--- config.mk ---
export PLATFORM = sky130hd
export DESIGN_NAME = frequency_generator
export DESIGN_NICKNAME = d
export VERILOG_FILES = /design/src/rtl/frequency_generator_pkg.sv /design/src/rtl/frequency_generator_serial_divider.sv /design/src/rtl/frequency_generator.sv
export SDC_FILE = /design/constraint.sdc
export NUM_CORES = 1
export LEC_CHECK = 0
export BUFFER_PORTS_ARGS = -buffer_cell sky130_fd_sc_hd__buf_4
export CORE_AREA = 5 5 150 152
export DETAILED_ROUTE_END_ITERATION = 10
export DIE_AREA = 0 0 155 157
export PLACE_DENSITY = 0.74
export SLEW_MARGIN = 20
export SYNTH_ARGS = -nofsm -noshare
export SYNTH_HDL_FRONTEND = slang
export SYNTH_SLANG_ARGS = --single-unit
--- constraint.sdc ---
create_clock -name Clk -period 3.1 [get_ports Clk]
set_input_delay 0.31 -clock Clk [delete_from_list [all_inputs] [get_ports Clk]]
set_output_delay 0.31 -clock Clk [all_outputs]
set_load 0.005 [all_outputs]
--- src/rtl/frequency_generator_pkg.sv ---
// Shared definitions for the frequency generator: data width, divider
// iteration count and the control FSM state encoding.
package frequency_generator_pkg;

    localparam int DATA_W    = 32;
    localparam int REM_W     = DATA_W + 1;
    localparam int DIV_ITERS = 32;
    localparam int CNT_W     = $clog2(DIV_ITERS);

    typedef enum logic {
        IDLE   = 1'b0,
        DIVIDE = 1'b1
    } state_t;

endpackage

--- src/rtl/frequency_generator_serial_divider.sv ---
// Unsigned 32/32 restoring divider producing one quotient bit per clock.
// Start loads the operands; the iterations then run on the following
// DIV_ITERS edges. Done is asserted during the cycle of the final
// iteration, and Quotient carries the value that iteration completes.
// A consumer sampling Quotient on the edge where Done is high therefore
// sees the finished result on the same edge the divider goes idle.
module serial_divider
    import frequency_generator_pkg::*;
(
    input  logic              Clk,
    input  logic              Rst_n,
    input  logic              Start,
    input  logic [DATA_W-1:0] Dividend,
    input  logic [DATA_W-1:0] Divisor,
    output logic              Done,
    output logic [DATA_W-1:0] Quotient
);

    logic [REM_W-1:0]  rem;
    logic [DATA_W-1:0] quo;
    logic [DATA_W-1:0] dvs;
    logic [CNT_W-1:0]  count;
    logic              busy;

    logic [REM_W:0]    trial;
    logic              fits;
    logic [REM_W-1:0]  rem_next;
    logic [DATA_W-1:0] quo_next;

    // One restoring step: shift in the next dividend bit, subtract the divisor if it fits
    always_comb begin
        trial    = {rem, quo[DATA_W-1]};
        fits     = (trial >= {2'b00, dvs});
        rem_next = fits ? REM_W'(trial - {2'b00, dvs}) : REM_W'(trial);
        quo_next = {quo[DATA_W-2:0], fits};
        Done     = busy && (count == CNT_W'(DIV_ITERS - 1));
        Quotient = quo_next;
    end

    // Operand capture on Start, then one iteration per clock until the count runs out
    always_ff @(posedge Clk or negedge Rst_n) begin
        if (!Rst_n) begin
            rem   <= '0;
            quo   <= '0;
            dvs   <= '0;
            count <= '0;
            busy  <= 1'b0;
        end else if (Start && !busy) begin
            rem   <= '0;
            quo   <= Dividend;
            dvs   <= Divisor;
            count <= '0;
            busy  <= 1'b1;
        end else if (busy) begin
            rem   <= rem_next;
            quo   <= quo_next;
            count <= count + 1'b1;
            if (Done) begin
                busy <= 1'b0;
            end
        end
    end

endmodule

--- src/rtl/frequency_generator.sv ---
// Square-wave source: turns a requested frequency in Hz into a half-period
// in clock cycles with a serial divider and drives a 50 % duty signal.
// A new half-period is only adopted while the output is stopped or at the
// instant the output is about to rise, so no partial period is produced.
module frequency_generator
    import frequency_generator_pkg::*;
#(
    parameter int unsigned CLK_HZ = 100_000_000
) (
    input  logic              Clk,
    input  logic              Rst_n,
    input  logic [DATA_W-1:0] Freq,
    input  logic              Load,
    input  logic              Enable,
    output logic              Sig,
    output logic              Tick,
    output logic              Ready,
    output logic              Err
);

    localparam logic [DATA_W-1:0] CLK_WORD = DATA_W'(CLK_HZ);
    localparam logic [DATA_W-1:0] MAX_FREQ = DATA_W'(CLK_HZ / 2);

    state_t            state;
    state_t            state_next;

    logic              freq_valid;
    logic              load_seen;
    logic              load_ok;
    logic [DATA_W-1:0] divisor;

    logic              div_done;
    logic [DATA_W-1:0] div_quotient;

    logic [DATA_W-1:0] pending;
    logic              pending_flag;
    logic [DATA_W-1:0] half_period;
    logic [DATA_W-1:0] half_count;
    logic              running;

    logic              run_cond;
    logic              at_limit;
    logic              rise;
    logic              transfer;

    // Request decode: a load is only looked at while idle; zero and anything above Nyquist are rejected
    always_comb begin
        freq_valid = (Freq != '0) && (Freq <= MAX_FREQ);
        load_seen  = Load && (state == IDLE);
        load_ok    = load_seen && freq_valid;
        divisor    = {Freq[DATA_W-2:0], 1'b0};
    end

    serial_divider u_divider (
        .Clk      (Clk),
        .Rst_n    (Rst_n),
        .Start    (load_ok),
        .Dividend (CLK_WORD),
        .Divisor  (divisor),
        .Done     (div_done),
        .Quotient (div_quotient)
    );

    // Control state register
    always_ff @(posedge Clk or negedge Rst_n) begin
        if (!Rst_n) begin
            state <= IDLE;
        end else begin
            state <= state_next;
        end
    end

    // Next state: leave IDLE on an accepted load, return when the divider finishes
    always_comb begin
        state_next = state;
        case (state)
            IDLE:    if (load_ok)  state_next = DIVIDE;
            DIVIDE:  if (div_done) state_next = IDLE;
            default: state_next = IDLE;
        endcase
    end

    // FSM outputs: loads are accepted only while idle
    always_comb begin
        Ready = (state == IDLE);
    end

    // Error flag follows the verdict of the most recent load seen while idle
    always_ff @(posedge Clk or negedge Rst_n) begin
        if (!Rst_n) begin
            Err <= 1'b0;
        end else if (load_seen) begin
            Err <= !freq_valid;
        end
    end

    // Period boundary detection: the output rises either on a fresh start or at the end of a low phase
    always_comb begin
        run_cond = Enable && (half_period != '0);
        at_limit = (half_count == half_period - 1'b1);
        rise     = run_cond && (!running || (at_limit && !Sig));
        transfer = pending_flag && (!run_cond || rise);
    end

    // Pending result from the divider, held until the output is stopped or about to rise
    always_ff @(posedge Clk or negedge Rst_n) begin
        if (!Rst_n) begin
            pending      <= '0;
            pending_flag <= 1'b0;
        end else if (div_done) begin
            pending      <= div_quotient;
            pending_flag <= 1'b1;
        end else if (transfer) begin
            pending_flag <= 1'b0;
        end
    end

    // Active half-period; zero means nothing has been configured yet
    always_ff @(posedge Clk or negedge Rst_n) begin
        if (!Rst_n) begin
            half_period <= '0;
        end else if (transfer) begin
            half_period <= pending;
        end
    end

    // Half-period counter and registered output: start high on enable, toggle every half-period
    always_ff @(posedge Clk or negedge Rst_n) begin
        if (!Rst_n) begin
            half_count <= '0;
            running    <= 1'b0;
            Sig        <= 1'b0;
            Tick       <= 1'b0;
        end else if (!run_cond) begin
            half_count <= '0;
            running    <= 1'b0;
            Sig        <= 1'b0;
            Tick       <= 1'b0;
        end else if (!running) begin
            half_count <= '0;
            running    <= 1'b1;
            Sig        <= 1'b1;
            Tick       <= 1'b1;
        end else if (at_limit) begin
            half_count <= '0;
            Sig        <= !Sig;
            Tick       <= !Sig;
        end else begin
            half_count <= half_count + 1'b1;
            Tick       <= 1'b0;
        end
    end

endmodule

### Word level (Yosys, flattened, before mapping)

Index checks and enable logic that the tools add are counted.
Widths: inputs -> output; s select.

* bits in registers: 204
* logic and storage cells: 68
* input bits: 36
* output and inout port bits: 4

* equality and inequality tests: 3
* $add $sub $neg: 4
* reduce and logical (&&, ||, !) cells: 20
* bitwise gates (word level): 1
* multiplexer cells: 24
* magnitude comparators: 2

Operator list (count)
* $mux 32: 5
* $mux 33: 3
* $reduce_bool 32->1: 2
* $ge 34x32->1: 1
* $sub 33x32->33: 1
* $add 32x1->32 const B: 1
* $eq 32x32->1: 1
* $le 32x26->1 const B: 1
* $sub 32x1->32 const B: 1
* $mux 1: 13
* $mux 5: 2
* $logic_and 1x1->1: 9
* $add 5x1->5 const B: 1
* $eq 5x5->1 const B: 1
* $logic_not 1->1: 5
* $reduce_bool 2->1: 2
* $ne 3x2->1 const B: 1
* $logic_or 1x1->1: 2
* $pmux 1 s2: 1
* $not 1->1: 1

### Logic depth before layout (Yosys ltp)

Gate-level depths: netlist of run 1.

* word-level depth: 9
* mapped depth: 15
* mapped depth without buffers: 13

### Cells and area by module

From an unflattened synthesis of run 1, not the netlist that was laid out.

* cell total of the unflattened synthesis: 1258
* area total of the unflattened synthesis: 12071.6 µm²

By module, submodules not included
* serial_divider: times used 1, cells an instance 720, area each 6443.7 µm², sequential area each 2577.5 µm²
* frequency_generator: times used 1, cells an instance 538, area each 5627.9 µm², sequential area each 2552.4 µm²

### Worst setup path after synthesis of run 1

Ideal clock, no wire load.

* path type: register -> register
* start point: register half_period[0]
* end point: register half_period[10]
* setup time: 125 ps
* path slack: -107 ps
* period minus slack after synthesis: 3207 ps
* path buffers: 1
* required time: 2975 ps
* arrival time: 3082 ps
* stages on the path, launching flop included: 14
* cell sequence: dfrtp_1 > inv_1 > ha_1 > nor3b_4 > a21o_1 > nand3_1 > or4_1 > nor4_1 > nand4_1 > nor4b_1 > and4b_1 > o21ai_2 > buf_6 > mux2_4

* longest elaborated chain between the ends: 7
* elaborated cells on any way between the ends: 10
* those cells by class: add/sub (1); eq/ne (1); reduce/logical (8)

Ends and longest elaborated chain
* start, declared: line frequency_generator.sv:37 `logic [DATA_W-1:0] half_period;`
* start signal, assigned: line frequency_generator.sv:123 `half_period <= pending;`
* $sub 32x1->32: line frequency_generator.sv:100 `at_limit = (half_count == half_period - 1'b1);`
* $eq 32x32->1: line frequency_generator.sv:100
* $logic_and 1x1->1: line frequency_generator.sv:101 `rise = run_cond && (!running || (at_limit && !Sig));`
* $logic_or 1x1->1: line frequency_generator.sv:101
* $logic_and 1x1->1: line frequency_generator.sv:101
* $logic_or 1x1->1 *: line frequency_generator.sv:102 `transfer = pending_flag && (!run_cond || rise);`
* $logic_and 1x1->1 *: line frequency_generator.sv:102

Every way passes the cells marked *; elsewhere a longest branch is shown, timed or not.
A chain may end at the register's enable or synchronous reset.

### Final worst setup path of run 1

* start point: register half_period[15]
* end point: register half_period[0]

The elaborated chain is that of the path after synthesis.

==> results of run 1 <==
## timing repair
item	in CTS	in global routing
hold endpoints to repair	80	0
resized for setup	6	17
hold buffers	4	0
setup endpoints to repair	33	96
pin swaps	1	4
gates cloned	0	1
setup buffers	0	2
## cells by family (layout without fill, tap and decap cells)
logic type               count (synthesis)  in the layout  share of synthesized area
AO/OA/AOI/OAI                          244            244                      0.131
XOR/XNOR                               102            102                     0.0785
adder cells (fa/ha/maj)                 37             37                     0.0413
buffers and inverters                  102            231                     0.0361
flip-flops                             204            204                      0.449
multiplexers                            88             88                     0.0944
AND/OR/NAND/NOR                        402            402                      0.170
## per-stage QoR
| step | cell area, um2 | utilization |
|---|---|---|
| after floorplan | 11400 | - |
| after global placement | 12700 | 0.606 |
| after detailed placement | 12700 | 0.606 |
| after CTS | 13500 | 0.646 |
| after global routing | 13600 | 0.651 |
| final | 13600 | 0.651 |
## per-layer routing
layer | routed length, um | track usage | vias to the layer above | part of all wire
met2 | 12700 | 0.370 | 131 | 0.49
met3 | 815 | 0.0278 | 39 | 0.032
met4 | 546 | 0.0505 | 0 | 0.021
met1 | 11600 | 0.280 | 4217 | 0.45
met5 | 0 | 0 | - | 0
li1 | - | - | 4347 | -
## synthesized netlist by cell type (all sizes together) (4+ instances only)
master and number:
and2 7, and3 18, ha 36, a31oi 10
nor4b 4, a21oi 40, mux2i 23, xnor2 62
nor2 96, nand2 156, o21a 7, o21bai 4
nor3 17, nand2b 6, or4 9, clkbuf 40
mux2 65, o21ai 111, buf 11, a21o 15
nand4 11, dfrtp 204, a2bb2oi 13, or3 5
nor4 18, nor2b 6, xor2 40, nand3 35
inv 51, a211oi 5, o31ai 6
## where the power goes
| part | internal [uW] | total, uW | switching [uW] |
|---|---|---|---|
| registers | 3160 | 3560 | 394 |
| logic | 1500 | 3250 | 1750 |
| clock network | 1650 | 2750 | 1100 |
## sequential cells by signal (all words and copies together), names as in the netlist, 5 cells and up
| register | cells |
|---|---|
| u_divider.dvs | 31 |
| half_count | 32 |
| u_divider.rem | 33 |
| u_divider.count | 5 |
| u_divider.quo | 32 |
| half_period | 32 |
| pending | 32 |
## layout make-up
type                       instances  area, um2  share of cell area
timing repair buffer             139       1190              0.0875
tap                              275        344              0.0253
sequential                       204       5110               0.376
clock inverter                    10        114             0.00837
clock buffer                      31        656              0.0482
inverter                          51        191              0.0141
multi-input combinational        873       6000               0.441
## critical path: stages (launching register included)
cell	delay (ps)
dfrtp_1	380
or4_4	540
buf_4	160
nor2_1	200
nand3_2	170
buf_4	180
mux2i_1	150
a211oi_1	100
o22a_1	240
and4b_1	240
o21ai_4	270
clkbuf_16	230
mux2_4	300
## placed cells by master (no fill, tap or decap), types with 7 or more instances in the layout
cell / count
mux2_2: 33
nand2_1: 155
nor2_1: 93
mux2_4: 32
inv_1: 51
ha_1: 36
o21a_1: 7
nand3_1: 34
clkbuf_16: 24
nor3_1: 16
o21ai_0: 89
mux2i_1: 23
a21o_1: 15
nor4_1: 14
buf_4: 124
xor2_1: 40
a31oi_1: 9
and3_1: 18
dfrtp_1: 201
a2bb2oi_1: 13
xnor2_1: 62
and2_1: 7
o21ai_1: 19
a21oi_1: 39
nand4_1: 11
buf_12: 9
## worst paths after layout
check	start	to	slack (ps)	depth (start not counted)
max	half_period[15]	half_period[0]	-170	12
min	Freq[20]	u_divider.dvs[21]	20	3
max reg2reg	half_period[15]	half_period[0]	-170	12
min reg2reg	u_divider.rem[32]	u_divider.rem[32]	490	2
max in group asynchronous	Rst_n	pending[17]	1850	3
min in group asynchronous	Rst_n	half_count[6]	390	2
==> impl_metrics.py, run 1 <==
metrics = {
    "outcome": {
        "status": "finished, violations left",
        "violations": "setup timing",
    },
    "worst_setup_path": {
        "end_kind": "register",
        "cp.required_ps": 3480,
        "cp_max_fo": 8,
        "critPathKind": "reg2reg",
        "start_kind": "register",
        "worstPathArrival_ps": 3650,
    },
    "sta": {
        "hold_viol_final": 0,
        "relSlewSlack": 0.552,
        "worst_pin_slew_ps": 672,
        "setup_violations": 34,
        "hold_slack_ps": 20.8,
        "maxSlewViolCount": 0,
        "finalWorstSetupSlack_ps": -171,
        "skew_ps": 14.9,
        "rsz0062_at_grt": "true",
        "period_needed_ps": 3270,
        "max_freq_ghz": 0.306,
        "fin_crit_sh": 1.06,
        "fin_setup_tns_ps": -4930,
    },
    "route": {
        "wirelength_um": 25600,
        "vias": 8734,
        "ant_nets": 0,
        "wl_per_cell_um": 16.2,
        "first_pass_iters": 4,
        "avgViaCountPerCell": 5.52,
        "drc": 0,
        "drt_iter0_drc": 395,
    },
    "logic_synthesis": {
        "ys_types": 71,
        "yosys_warnings": 0,
        "yosysTopAreaCell": "dfrtp_1",
        "ys_seq_area_frac": 0.449,
        "synth_fp_nets": 1252,
        "synthFlopType": "dfrtp_1",
        "synth-edff-count": 0,
        "syn_area_um2": 11400,
        "syn_inst": 1179,
        "synth.avg_cell_area_um2": 9.65,
        "async_flop_share": 1.00,
        "synth_top_area_share": 0.449,
        "synth_seq_cells": 204,
        "synth_top_cells_by_area": "dfrtp_1, nand2_1, xnor2_1",
    },
    "global_routing": {
        "grtUsageTotal": 0.211,
        "grt_max_degree": 81,
        "antenna_found_initial": 0,
        "grt_pass1_vias": 8810,
        "grt_remaining_overflow": 0,
        "grt_pass1_wl_um": 43100,
    },
    "final_layout": {
        "drive_gt1_frac": 0.207,
        "diodes": 0,
        "fin_cells": 1583,
        "areaGrowthSynthToFinish_pct": 19.5,
        "fillers": 1703,
        "final_nets": 1365,
    },
    "hold_path": {
        "hold_class": "in2reg",
    },
    "floorplanning": {
        "die_h_um": 157,
        "fp.dieArea_um2": 24300,
        "rows": 53,
        "die_w_um": 155,
        "initial_core_util": 0.545,
        "io_pins": 40,
        "coreArea_um2": 20900,
    },
    "placed_design": {
        "port-buffer-count": 39,
        "hpwl_um": 18600,
        "dpl_worst_slack_ps": -183,
        "gp_congestion": 0.912,
        "numPlacedInstances": 1535,
    },
    "clock_tree": {
        "clk_path_buf_depth": 3,
        "cts_buffers": 23,
        "cts_tree": "built",
        "clock_sinks": 204,
        "clkTransAtPathRegs_ps": 60,
        "clk_latency_ps": 510,
        "htreeDepth": 1,
        "cts-root-buf": "clkbuf_16",
    },
    "pwr": {
        "vdd_ir_drop_max_mv": 0.610,
        "leakage_uw": 0.00622,
        "powerDensity_nw_per_um2": 702,
        "p_total_uw": 9550,
    },
    "run": {
        "cap_viol_max_count": 0,
    },
}
No activity file was read; power rests on OpenSTA's default activity.
==> run 2, diff against run 1 <==
- CORE_AREA: 5 5 150 152 -> 2 2 147 149
- DIE_AREA: 0 0 155 157 -> 0 0 149 151
==> run 2 against run 1 <==
Compared with the run above: the flow still finishes with violations (setup timing); sequential power about the same; setup slack improved by 40 ps; clock power decreased by 10%; power decreased by 3.4%; global-route usage increased by 1.6 points; routed wire length increased by 0.47%.
==> impl_metrics.py, run 2 (same netlist as run 1, synthesis figures left out) <==
metrics = {
    "sta": {
        "finalWorstSetupSlack_ps": -132,
        "fin_crit_sh": 1.04,
        "setup_violations": 33,
        "hold_slack_ps": 27.1,
        "max_freq_ghz": 0.309,
        "hold_viol_final": 0,
        "worst_pin_slew_ps": 715,
        "period_needed_ps": 3230,
        "fin_setup_tns_ps": -3270,
        "skew_ps": 8.53,
        "maxSlewViolCount": 0,
        "rsz0062_at_grt": "true",
        "relSlewSlack": 0.522,
    },
    "worst_setup_path": {
        "cp.required_ps": 3480,
        "start_kind": "register",
        "critPathKind": "reg2reg",
        "end_kind": "register",
        "rr_worst_depth": 11,
        "cp_max_fo": 17,
        "worstPathArrival_ps": 3610,
    },
    "floorplanning": {
        "fp.dieArea_um2": 22500,
        "coreArea_um2": 20800,
        "die_h_um": 151,
        "initial_core_util": 0.547,
        "rows": 53,
        "die_w_um": 149,
        "io_pins": 40,
    },
    "pwr": {
        "vdd_ir_drop_max_mv": 0.620,
        "internal_power_uw": 6050,
        "swShare": 0.344,
        "powerDensity_nw_per_um2": 680,
        "pwr-share-comb": 0.346,
        "seqPwrFrac": 0.387,
        "p_switching_uw": 3170,
        "pwr-share-clk": 0.268,
        "leakage_uw": 0.00619,
    },
    "final_layout": {
        "fillers": 1659,
        "largest-register": "u_divider.rem",
        "drive_gt1_frac": 0.211,
        "areaGrowthSynthToFinish_pct": 19.2,
        "final_common_cell": "dfrtp_1",
        "largest_register_ffs": 33,
        "final_cell_mix": "dfrtp_1, nand2_1, buf_4, nor2_1, o21ai_0",
        "final-seq-area_um2": 5110,
        "multi_input_area_um2": 6070,
        "final_nets": 1361,
        "diodes": 0,
    },
    "hold_path": {
        "hold_class": "in2reg",
        "hold_depth": 3,
    },
    "clock_tree": {
        "cts_buffers": 23,
        "clk_path_buf_depth": 3,
        "cts-root-buf": "clkbuf_16",
        "cts_tree": "built",
        "clock_sinks": 204,
        "clkTransAtPathRegs_ps": 60,
        "htreeDepth": 1,
        "clk_latency_ps": 500,
    },
    "route": {
        "wirelength_um": 25700,
        "first_pass_iters": 4,
        "ant_nets": 0,
        "wl_per_cell_um": 16.3,
        "avgViaCountPerCell": 5.62,
        "vias": 8859,
        "drt_iter0_drc": 398,
        "drc": 0,
    },
    "outcome": {
        "violations": "setup timing",
        "status": "finished, violations left",
    },
    "global_routing": {
        "grt_max_degree": 81,
        "grtUsageTotal": 0.227,
        "grt_pass1_wl_um": 42000,
        "grt_remaining_overflow": 0,
        "antenna_found_initial": 0,
        "grt_pass1_vias": 8565,
    },
    "placed_design": {
        "port-buffer-count": 39,
        "hpwl_um": 18200,
        "gp_congestion": 0.946,
    },
    "run": {
        "cap_viol_max_count": 0,
    },
}
==> run 2: changes by cell type in the layout (fill, tap and decap cells not counted), sizes merged <==
cell	delta
buf	-3
nor2	+1
clkinv	-1
bufinv	-2
clkbuf	+3
dlygate4sd3	-3
clkinvlp	-3
==> run 2: area by class of cell <==
type,instances,area share
flip-flops and latches,204,0.377
repair buffers,134,0.0860
well taps,275,0.0254
inverters,51,0.0141
clock inverters,4,0.00166
multi-input cells,874,0.448
clock buffers,33,0.0482
==> run 2: worst max-delay path, cell delays in order, from the launching register on <==
cell      delay [ps]
dfrtp_1          380
or4_4            530
buf_4            150
nor2_1           190
a31oi_2          160
a311oi_1         300
a211oi_1          80
o22a_1           230
and4b_1          240
o21ai_4          290
buf_12           230
mux2_4           320
==> run 2: worst paths after layout <==
path	startpoint	slack, ps	to
setup / recovery	half_period[23]	-130	half_period[17]
hold / removal	Freq[6]	30	u_divider.dvs[7]
setup reg to reg	half_period[23]	-130	half_period[17]
hold reg to reg	u_divider.rem[32]	490	u_divider.rem[32]
max in group asynchronous	Rst_n	1910	u_divider.rem[28]
min in group asynchronous	Rst_n	370	half_count[6]
==> run 2: routing by layer <==
metal | GRT usage | share of wire | vias to the layer above
li1 | - | - | 4345
met1 | 0.303 | 0.45 | 4309
met2 | 0.394 | 0.50 | 158
met3 | 0.0256 | 0.031 | 47
met4 | 0.0671 | 0.027 | 0
met5 | 0 | 0 | -
==> run 2: timing repair <==
item | in CTS | in global routing
setup buffers | 2 | 1
gates cloned | 0 | 4
hold endpoints to repair | 62 | 0
hold buffers | 1 | 0
pin swaps | 1 | 13
setup endpoints to repair | 35 | 82
resized for setup | 9 | 27
==> run 2: metrics by stage <==
step	utilization	power, uW	setup WS (ps)	instances	instance area (um2)
2_1_floorplan	-	5810	2.87	1179	11400
3_3_place_gp	0.606	6580	-105	1530	12600
3_5_place_dp	0.606	6690	-120	1530	12600
4_1_cts	0.642	9200	-111	1570	13400
5_1_grt	0.651	9880	-253	1575	13600
6_report	0.651	9220	-132	1575	13600
==> run 2: power groups by stage <==
stage / combinational, uW / clock (uW) / sequential, uW
2_1_floorplan: 2350 / 0 / 3460
3_3_place_gp: 3010 / 0 / 3580
3_5_place_dp: 3090 / 0 / 3600
4_1_cts: 3120 / 2530 / 3560
5_1_grt: 3610 / 2640 / 3630
6_report: 3190 / 2470 / 3570
